`config.mk`:
```
export PLATFORM = sky130hd
export DESIGN_NAME = ifu_fetch_sequencer
export DESIGN_NICKNAME = d
export VERILOG_FILES = /design/src/rtl/ifu_fetch_sequencer.sv
export SDC_FILE = /design/constraint.sdc
export NUM_CORES = 1
export LEC_CHECK = 0
export ABC_AREA = 1
export BUFFER_PORTS_ARGS = -buffer_cell sky130_fd_sc_hd__clkbuf_2
export CAP_MARGIN = 0
export CORE_ASPECT_RATIO = 0.9
export CORE_MARGIN = 4
export CORE_UTILIZATION = 45
export CTS_CLUSTER_SIZE = 16
export DETAILED_ROUTE_END_ITERATION = 8
export PLACE_DENSITY = 0.81
export SYNTH_ARGS = -nofsm -noshare
export SYNTH_HDL_FRONTEND = slang
export SYNTH_SLANG_ARGS = --single-unit
```
`constraint.sdc`:
```
create_clock -name clk -period 4.8 [get_ports clk]
set_clock_uncertainty 0.15 [all_clocks]
set_input_delay 0.48 -clock clk [delete_from_list [all_inputs] [get_ports clk]]
set_output_delay 0.48 -clock clk [all_outputs]
set_load 0.02 [all_outputs]
```
`src/rtl/ifu_fetch_sequencer.sv`:
```
// Instruction fetch sequencer: owns the PC, issues one imem fetch at a time and
// presents the fetched word to decode on a valid/ready port, honouring EXU redirects.
module ifu_fetch_sequencer #(
  parameter logic [31:0] RESET_PC = 32'h8000_0000
) (
  input  logic        clk,
  input  logic        rst,
  output logic        imem_req_valid,
  input  logic        imem_req_ready,
  output logic [31:0] imem_req_addr,
  input  logic        imem_rsp_valid,
  input  logic [31:0] imem_rsp_data,
  input  logic        imem_rsp_err,
  output logic        id_valid,
  input  logic        id_ready,
  output logic [31:0] id_inst,
  output logic [31:0] id_pc,
  output logic [31:0] id_pcplus4,
  output logic        id_fault,
  input  logic        redirect_valid,
  input  logic [31:0] redirect_pc,
  output logic [31:0] pc
);

  typedef enum logic [1:0] {
    S_BOOT = 2'd0,
    S_REQ  = 2'd1,
    S_WAIT = 2'd2,
    S_OUT  = 2'd3
  } state_t;

  state_t      state_q, state_d;
  logic [31:0] pc_q, pc_d;
  logic        kill_q, kill_d;
  logic [31:0] inst_q, inst_d;
  logic        fault_q, fault_d;

  logic        req_hs;
  logic [31:0] redirect_tgt;

  assign req_hs       = (state_q == S_REQ) && imem_req_ready;
  assign redirect_tgt = redirect_pc & ~32'h3;

  assign imem_req_valid = (state_q == S_REQ);
  assign imem_req_addr  = pc_q;
  assign id_valid       = (state_q == S_OUT);
  assign id_inst        = inst_q;
  assign id_pc          = pc_q;
  assign id_pcplus4     = pc_q + 32'd4;
  assign id_fault       = fault_q;
  assign pc             = pc_q;

  always_ff @(posedge clk or negedge rst) begin
    if (!rst) begin
      state_q <= S_BOOT;
      pc_q    <= RESET_PC;
      kill_q  <= 1'b0;
      inst_q  <= 32'h0;
      fault_q <= 1'b0;
    end else begin
      state_q <= state_d;
      pc_q    <= pc_d;
      kill_q  <= kill_d;
      inst_q  <= inst_d;
      fault_q <= fault_d;
    end
  end

  always_comb begin
    state_d = state_q;
    pc_d    = pc_q;
    kill_d  = kill_q;
    inst_d  = inst_q;
    fault_d = fault_q;
    case (state_q)
      S_BOOT: state_d = S_REQ;
      S_REQ: begin
        if (redirect_valid) begin
          pc_d = redirect_tgt;
          // The old address already went out; its response must be thrown away.
          if (req_hs) begin
            state_d = S_WAIT;
            kill_d  = 1'b1;
          end
        end else if (req_hs) begin
          state_d = S_WAIT;
        end
      end
      S_WAIT: begin
        if (redirect_valid) begin
          pc_d = redirect_tgt;
          if (imem_rsp_valid) begin
            kill_d  = 1'b0;
            state_d = S_REQ;
          end else begin
            kill_d = 1'b1;
          end
        end else if (imem_rsp_valid) begin
          if (kill_q) begin
            kill_d  = 1'b0;
            state_d = S_REQ;
          end else begin
            inst_d  = imem_rsp_err ? 32'h0 : imem_rsp_data;
            fault_d = imem_rsp_err;
            state_d = S_OUT;
          end
        end
      end
      S_OUT: begin
        if (redirect_valid) begin
          pc_d    = redirect_tgt;
          state_d = S_REQ;
        end else if (id_ready) begin
          pc_d    = pc_q + 32'd4;
          state_d = S_REQ;
        end
      end
      default: state_d = S_BOOT;
    endcase
  end

endmodule
```
==> results.md, run 1 <==
* VDD IR-drop max at ~0.44 mV
* Tmin final at between 2000 and 3000 ps
* Drt pass-1 iters at 5
* Worst Hold Class: in -> async
* Slew of the pin with the lowest slew margin at around 1200 ps
* Slowest Stage Delay on Critical Path at 1050 ps
* Routed Antenna Nets at 0
* Worst setup margin at 1930 ps
* Switch share at 0.5280
* RSZ-0062 raised after global routing: no
* First-pass GRT wire length at between 15000 and 20000 um
* GRT overflow at 0
* Routed len/inst at roughly 14 um
* Critical path required time at just under 5000 ps
* Critical path, cell by cell: inv_1 -> ha_1 -> nand2_1 -> nor2_1 -> inv_1 -> nor2_2 -> a22o_1
* Final Setup Violations at 0
* Top achievable clock speed at approximately 350 MHz
* Netlist Area Pre-Place at 0.004292 mm^2
* Worst relative slew slack at 0.2150
* Switch Pwr at 2.330 mW
* Crit path kind: reg -> reg
* CTS Hold Bufs at 0
* CTS buffer count at 9
* # DRC at 0
* Largest area contributor in the netlist: dfrtp_1
* Cell Count, Final, Fillers Out at approximately 850
* CTS Buffer Depth at 2
* Crit Reg-Reg Startpoint: state_q[0]$_DFFE_PN0P_
* Chip Width at roughly 110 um
* Nets at around 800
* Placer Congestion at 0.8085
* Period utilization at 0.5978
* LEAKAGE at between 2 and 3 nW
* All-Layer GR Usage at 0.2082
* Ant diodes at 0
* Distinct cell type count after synthesis at 32
* Setup repair bufs after CTS at 0
* Vias in the first global route at approximately 4000
* Full die area at roughly 0.011 mm^2
* Largest net degree at the start of global routing at between 60 and 70
* Initial Utilization at 0.4661
* Core box area at just over 0.009 mm^2
* Combinational share of power at 0.583
* Share of the synthesized area in the top cell type at 0.3790
* PD cells at about 830 mW/mm^2
* Die extent in y at 100.6 um
* Share of cells above drive strength 1 at 0.3716
* Latest clock arrival within the worst-skew pair at 340 ps
* Row cnt at 33
* Depth of the CTS H-tree at 3
* Final TNS setup at 0 ps
* Pre-CTS WS at slightly below 2000 ps
* Hpwl dp at 9019 um
* Clock sink count at between 60 and 70
* Final slew viol count at 0
* Outcome: complete, no violations
* DR vias/cell at between 4 and 5
* FF+latch count, synth at 66
* Critical-path maximum fanout at 33
* CP max stage cell: nor2_2
* DRT iter0 DRCs at 182
* Critical Path AT at between 2000 and 3000 ps
* Crit end category: flop
* Mean Syn Cell Area at between 7 and 8 um^2
* Top cell by count, worst path: inv_1
* Largest cells by area after synthesis: dfrtp_1, nand2_1, buf_4
* DR vias at about 4000
* CP top delay family: simple AND/OR/NAND/NOR gates
* CTS resizes at 0
* Finished Cell Area at approximately 0.0053 mm^2
* R2r setup slk at 1930 ps
* FF-to-FF path depth at 7
* Layout area overhead at 23.38%
* Reg-to-reg endpoint: id_inst[26]$_DFFE_PN0P_
* CTS tree: yes
* Part of the power in registers at 0.271
* Clock share of power at 0.145
* Dpl cell area at around 0.0050 mm^2
* Ys Warns at 0
* CP Launch Type: flop
* Max Cap Viol at 0
* Crit path buf inv count at 2
* Root buf cell: clkbuf_8
* PortBufs at between 200 and 250
* Initial antenna violation count at 0
* I/O pin cnt at roughly 230
* Cell Int Power at around 2.1 mW
* Final hold vios at 0
* Placed Cells incl. Taps at between 800 and 900
* Clock slew at reported path FFs at ~80 ps
* Sequential area share after synthesis at 0.3851
* WL final at 11770 um
* Cells after Synth at 568
-- placed cells by master, fill, tap and decap left out, drive strengths merged --
cell type  Yosys  layout
a22o          32      32
and2           2       2
dfrtp         65      65
nand2        161     161
clkbuf         9     232
nand3         27      27
conb           1       8
nand4          2       2
nand3b         2       2
o22ai          7       7
xor2           7       7
or2            1       1
ha             4       4
inv           43      43
buf           76       4
a21oi         18      18
bufinv         0       4
o21ai         18      18
dfstp          1       1
a31oi          1       1
clkinv         0       2
nor2          90      90
a21boi         1       1
-- power by group through the flow --
stage | logic (mW) | registers (mW) | clock network [mW]
final | 2.57 | 1.20 | 0.642
after global routing | 2.81 | 1.26 | 0.681
after CTS | 2.61 | 1.20 | 0.657
after detailed placement | 2.61 | 1.19 | 0
after global placement | 2.56 | 1.18 | 0
after floorplan | 1.75 | 1.45 | 0
-- metal layers --
metal / part of all wire / GRT usage / vias to the layer above
met5: 0 / 0 / -
met4: 0.012 / 0.05682 / 0
li1: - / - / 2059
met3: 0.086 / 0.06423 / 10
met1: 0.40 / 0.2475 / 1861
met2: 0.50 / 0.3680 / 183
-- stage by stage --
stage               utilization  power [mW]  hold slack [ps]
CTS                      0.5751       4.460            189.0
global placement         0.5452       3.745            321.8
detailed placement       0.5452       3.805            342.4
global route             0.5751       4.743            196.4
floorplan                     -       3.199            34.41
finish                   0.5751       4.413            174.5
-- how the worst max path moves through the flow --
stage	startpoint	endpoint	slack, ps	cells past startpoint
2_1_floorplan	id_pc[3]$_DFFE_PN0P_	id_pcplus4[24]	2670	7
3_3_place_gp	redirect_valid	id_pc[26]$_DFFE_PN0P_	2070	9
3_5_place_dp	state_q[0]$_DFFE_PN0P_	id_inst[26]$_DFFE_PN0P_	1920	7
4_1_cts	state_q[0]$_DFFE_PN0P_	id_inst[12]$_DFFE_PN0P_	1900	7
5_1_grt	state_q[0]$_DFFE_PN0P_	id_inst[26]$_DFFE_PN0P_	1640	7
6_report	state_q[0]$_DFFE_PN0P_	id_inst[26]$_DFFE_PN0P_	1930	7
-- flip-flops by register name, indices dropped and copies added, names as in the netlist --
name and count:
id_inst 32, id_pc 30, state_q 2, id_fault 1, kill_q 1
-- layout make-up --
type                    instances  area, um^2
well taps                     122       152.6
multi-input cells             381        1914
clock inverters                 6       137.6
inverters                      43       161.4
flip-flops and latches         66        1653
clock buffers                  10       137.6
fillers                       860        3913
repair buffers                226        1139
-- cells by family (layout without fill, tap and decap cells) --
group / after synthesis / after routing / synth area share
AO/OA/AOI/OAI: 77 / 77 / 0.1233
XOR/XNOR: 7 / 7 / 0.01429
adder cells (fa/ha/maj): 4 / 4 / 0.01166
buffers and inverters: 128 / 285 / 0.1749
flip-flops: 66 / 66 / 0.3851
other: 1 / 8 / 0.0008738
AND/OR/NAND/NOR: 285 / 285 / 0.2898
-- cells in the mapped netlist (all sizes together) --
cell / number
a31oi: 1
nand4: 2
nand3b: 2
o21ai: 18
a21boi: 1
clkbuf: 9
dfrtp: 65
inv: 43
nand2: 161
xor2: 7
a22o: 32
and2: 2
o22ai: 7
ha: 4
a21oi: 18
nor2: 90
conb: 1
dfstp: 1
buf: 76
nand3: 27
or2: 1
Power figures use the tool's default switching activity.
==> inputs of run 2 (changes only) <==
--- a/config.mk
+++ b/config.mk
@@ -5,7 +5,7 @@
 export SDC_FILE = /design/constraint.sdc
 export NUM_CORES = 1
 export LEC_CHECK = 0
-export ABC_AREA = 1
+export ABC_AREA = 0
 export BUFFER_PORTS_ARGS = -buffer_cell sky130_fd_sc_hd__clkbuf_2
 export CAP_MARGIN = 0
 export CORE_ASPECT_RATIO = 0.9
@@ -13,7 +13,7 @@
 export CORE_UTILIZATION = 45
 export CTS_CLUSTER_SIZE = 16
 export DETAILED_ROUTE_END_ITERATION = 8
-export PLACE_DENSITY = 0.81
+export PLACE_DENSITY = 0.8
 export SYNTH_ARGS = -nofsm -noshare
 export SYNTH_HDL_FRONTEND = slang
 export SYNTH_SLANG_ARGS = --single-unit
==> constraint.sdc (replaced) <==
create_clock -name clk -period 2.8 [get_ports clk]
set_clock_uncertainty 0.15 [all_clocks]
set_input_delay 0.28 -clock clk [delete_from_list [all_inputs] [get_ports clk]]
set_output_delay 0.28 -clock clk [all_outputs]
set_load 0.02 [all_outputs]
==> run 2 against run 1 <==
Compared with the run above: utilization up 2.7 points; critical path depth down 1; final area up 5.7%; cell count down 4.8%; wire length up 6.6%; sequential cell count unchanged; first-iteration DRC count up 9.9%; die area up 1.4%.
==> results.md, run 2 <==
* Outcome: complete, no violations
* Hpwl dp at 9523 um (+5.6%)
* RSZ-0062 raised after global routing: yes
* Full die area at 0.01132 mm^2 (+1.4%)
* Core box area at 0.009290 mm^2 (+0.90%)
* GRT overflow at 0 (unchanged)
* Latest clock arrival within the worst-skew pair at 340 ps (about the same)
* I/O pin cnt at 234 (unchanged)
* Dpl cell area at 0.005171 mm^2 (+3.0%)
* CTS Buffer Depth at 2 (unchanged)
* Reg-to-reg endpoint: id_pc[9]$_DFFE_PN0P_
* Initial Utilization at 0.4688 (+0.002726)
* Nets at 761 (-5.1%)
* Switch Pwr at 3.879 mW (+66%)
* Final Setup Violations at 0 (unchanged)
* Clock sink count at 66 (unchanged)
* Ant diodes at 0 (unchanged)
* Multiplexer share of the synthesized area at 0.01408 (+0.01408)
* Switch share at 0.5141 (-0.01387)
* Filler cells at 878 (+2.1%)
* Ys Warns at 0 (unchanged)
* FF+latch count, synth at 66 (unchanged)
* Placer Congestion at 0.8042 (-0.53%)
* Largest cells by area after synthesis: dfrtp_1, buf_4, o21ai_0
* PortBufs at 223 (unchanged)
* # DRC at 0 (unchanged)
* Finished Cell Area at 0.005598 mm^2 (+5.7%)
* Largest net degree at the start of global routing at 66 (-1.5%)
* Post-synth top flop: dfrtp_1
* Cell Int Power at 3.665 mW (+76%)
* Routed Antenna Nets at 0 (unchanged)
* Post-synth top cells: buf_4, dfrtp_1, nand2_1
* CP Launch Type: flop
* DR vias at 4229 (+2.8%)
* Share of the synthesized area in the top cell type at 0.3735 (-0.005553)
* DR vias/cell at 5.202 (+8.0%)
* Drt pass-1 iters at 4 (-1)
* Total power at 7.544 mW (+71%)
* Number of synthesized flops with an enable pin at 0 (unchanged)
* Largest family of logic cells by synthesized area: simple AND/OR/NAND/NOR gates
* Combinational share of power at 0.607 (+0.024)
* Hold_sp: imem_rsp_data[30]
* Netlist Area Pre-Place at 0.004355 mm^2 (+1.5%)
* Tmin final at ~2700 ps
* Critical Path AT at 2280 ps (-710 ps)
* Crit Reg-Reg Startpoint: state_q[0]$_DFFE_PN0P_
* Vias in the first global route at 4097 (+4.5%)
* Cells after Synth at 505 (-11%)
* Depth of the CTS H-tree at 3 (unchanged)
* Complex-gate fraction of the synthesized area at 0.1652 (+0.04186)
* WL final at 12550 um (+6.6%)
* Hold Path Cell Cnt at 3
* Final slew viol count at 0 (unchanged)
* Worst Hold Class: in -> reg
* Routed len/inst at 15.43 um (+12%)
* Largest area contributor in the netlist: dfrtp_1
* XOR/XNOR Fraction of Synth Area at 0.05631 (+0.04202)
* First-pass GRT wire length at 20200 um (+6.1%)
* Share of cells above drive strength 1 at 0.4284 (+0.05678)
* VDD IR-drop max at 0.5892 mV (+34%)
* Adder-Cell Fraction of Synth Area at 0.01149 (-0.0001709)
* Initial antenna violation count at 0 (unchanged)
* Pre-CTS WS at 267.8 ps (-1653 ps)
* Commonest non-fill, non-tap cell in the layout: clkbuf_2
* FF-to-FF path depth at 7 (unchanged)
* Worst Hold Path EP: id_inst[30]$_DFFE_PN0P_
* Worst setup margin at 86.92 ps (-1844 ps)
* LEAKAGE at 2.769 nW (-7.1%)
* Crit path kind: reg -> out
* Max Cap Viol at 0 (unchanged)
* Layout area overhead at 28.53%
* Distinct cell type count after synthesis at 50 (+56%)
* Row cnt at 33 (unchanged)
* Most frequent cells in the layout: clkbuf_2, nand2_1, dfrtp_1, o21ai_0
* CTS tree: yes
* Count leader, synth: buf_4
* CTS buffer count at 9 (unchanged)
* Crit end category: output port
* Slew of the pin with the lowest slew margin at 691.2 ps (-485.1 ps)
* Sequential area share after synthesis at 0.3795 (-0.005643)
* All-Layer GR Usage at 0.2171 (+0.008898)
* FFs w/ async S/R, synth at 1.000 (unchanged)
* DRT iter0 DRCs at 200 (+9.9%)
* Root buf cell: clkbuf_8
* Critical-path maximum fanout at 6 (-82%)
* Die extent in y at 101.3 um (+0.68%)
* Chip Width at 111.7 um (+0.69%)
* Part of the power in registers at 0.260 (-0.011)
* Simple-Gate Fraction of Synth Area at 0.2195 (-0.07032)
* Clock slew at reported path FFs at 80 ps (about the same)
* Period utilization at 0.9690
* Final hold vios at 0 (unchanged)
* PD cells at 1348 mW/mm^2 (+62%)
* Mean Syn Cell Area at 8.625 um^2 (+14%)
* R2r setup slk at 550 ps (-1380 ps)
* Top achievable clock speed at between 300 and 400 MHz
* Critical path required time at 2370 ps (-2550 ps)
* Worst relative slew slack at 0.5392 (+0.3243)
* Max FFs per register at 32 (unchanged)
* Clock share of power at 0.133 (-0.012)
-- run 2: worst max-delay path by stage --
stage,start,end,slack (ps),depth (start not counted)
2_1_floorplan,id_pc[5]$_DFFE_PN0P_,id_pcplus4[30],190,6
4_1_cts,id_pc[13]$_DFFE_PN0P_,id_pcplus4[30],40,6
6_report,id_pc[13]$_DFFE_PN0P_,id_pcplus4[30],90,6
3_3_place_gp,id_pc[8]$_DFFE_PN0P_,id_pcplus4[30],310,6
5_1_grt,id_pc[13]$_DFFE_PN0P_,id_pcplus4[30],-10,6
3_5_place_dp,id_pc[8]$_DFFE_PN0P_,id_pcplus4[30],270,6
-- run 2: logic make-up after synthesis --
group                    count (synthesis)
buffers and inverters                  105
flip-flops                              66
other                                    1
AND/OR/NAND/NOR                        174
XOR/XNOR                                28
adder cells (fa/ha/maj)                  4
AO/OA/AOI/OAI                          121
multiplexers                             6
-- run 2: repair_timing --
action                     4_1_cts  5_1_grt
setup buffers                    5        9
setup endpoints to repair        7       15
hold endpoints to repair        21        0
gates resized for setup          6        7
cloned                           0        0
hold buffers                     3        0
pin swaps                        1        6
-- run 2: layout make-up --
| cell class | count | area [um^2] | area share |
|---|---|---|---|
| multi-input cells | 341 | 2105 | 0.3760 |
| flip-flops and latches | 66 | 1659 | 0.2964 |
| repair buffers | 259 | 1396 | 0.2494 |
| well taps | 122 | 152.6 | 0.02727 |
| clock buffers | 10 | 137.6 | 0.02459 |
| clock inverters | 6 | 113.9 | 0.02034 |
| inverters | 9 | 33.78 | 0.006035 |
-- run 2: power groups by stage --
stage               logic, mW  clock network, mW  registers (mW)
global route             4.94               1.07            2.04
CTS                      4.54               1.03            1.95
detailed placement       4.46                  0            1.98
floorplan                2.92                  0            2.41
finish                   4.58               1.00            1.96
global placement         4.39                  0            1.93
-- run 2: stage by stage --
stage / TNS [ps] / instances / hold WS (ps) / utilization
after floorplan: 0 / 512 / -165.6 / -
after global placement: 0 / 780 / 122.6 / 0.5566
after detailed placement: 0 / 780 / 123.8 / 0.5566
after CTS: 0 / 804 / 3.778 / 0.5921
after global routing: -10.52 / 813 / 21.62 / 0.6026
final: 0 / 813 / 18.64 / 0.6026
-- run 2: metal layers --
metal / vias up / GRT usage / routed length, um
li1: 2039 / - / -
met1: 1996 / 0.2780 / 5043
met2: 179 / 0.3816 / 6432
met3: 15 / 0.03943 / 888
met4: 0 / 0.05800 / 182
met5: - / 0 / 0
-- run 2: critical path: stages (launching register included) --
cell and delay, ps:
dfrtp_2 440, nand4_4 100, or4_4 590, nor4_4 320, nand3_2 170, xnor2_2 170, buf_4 160
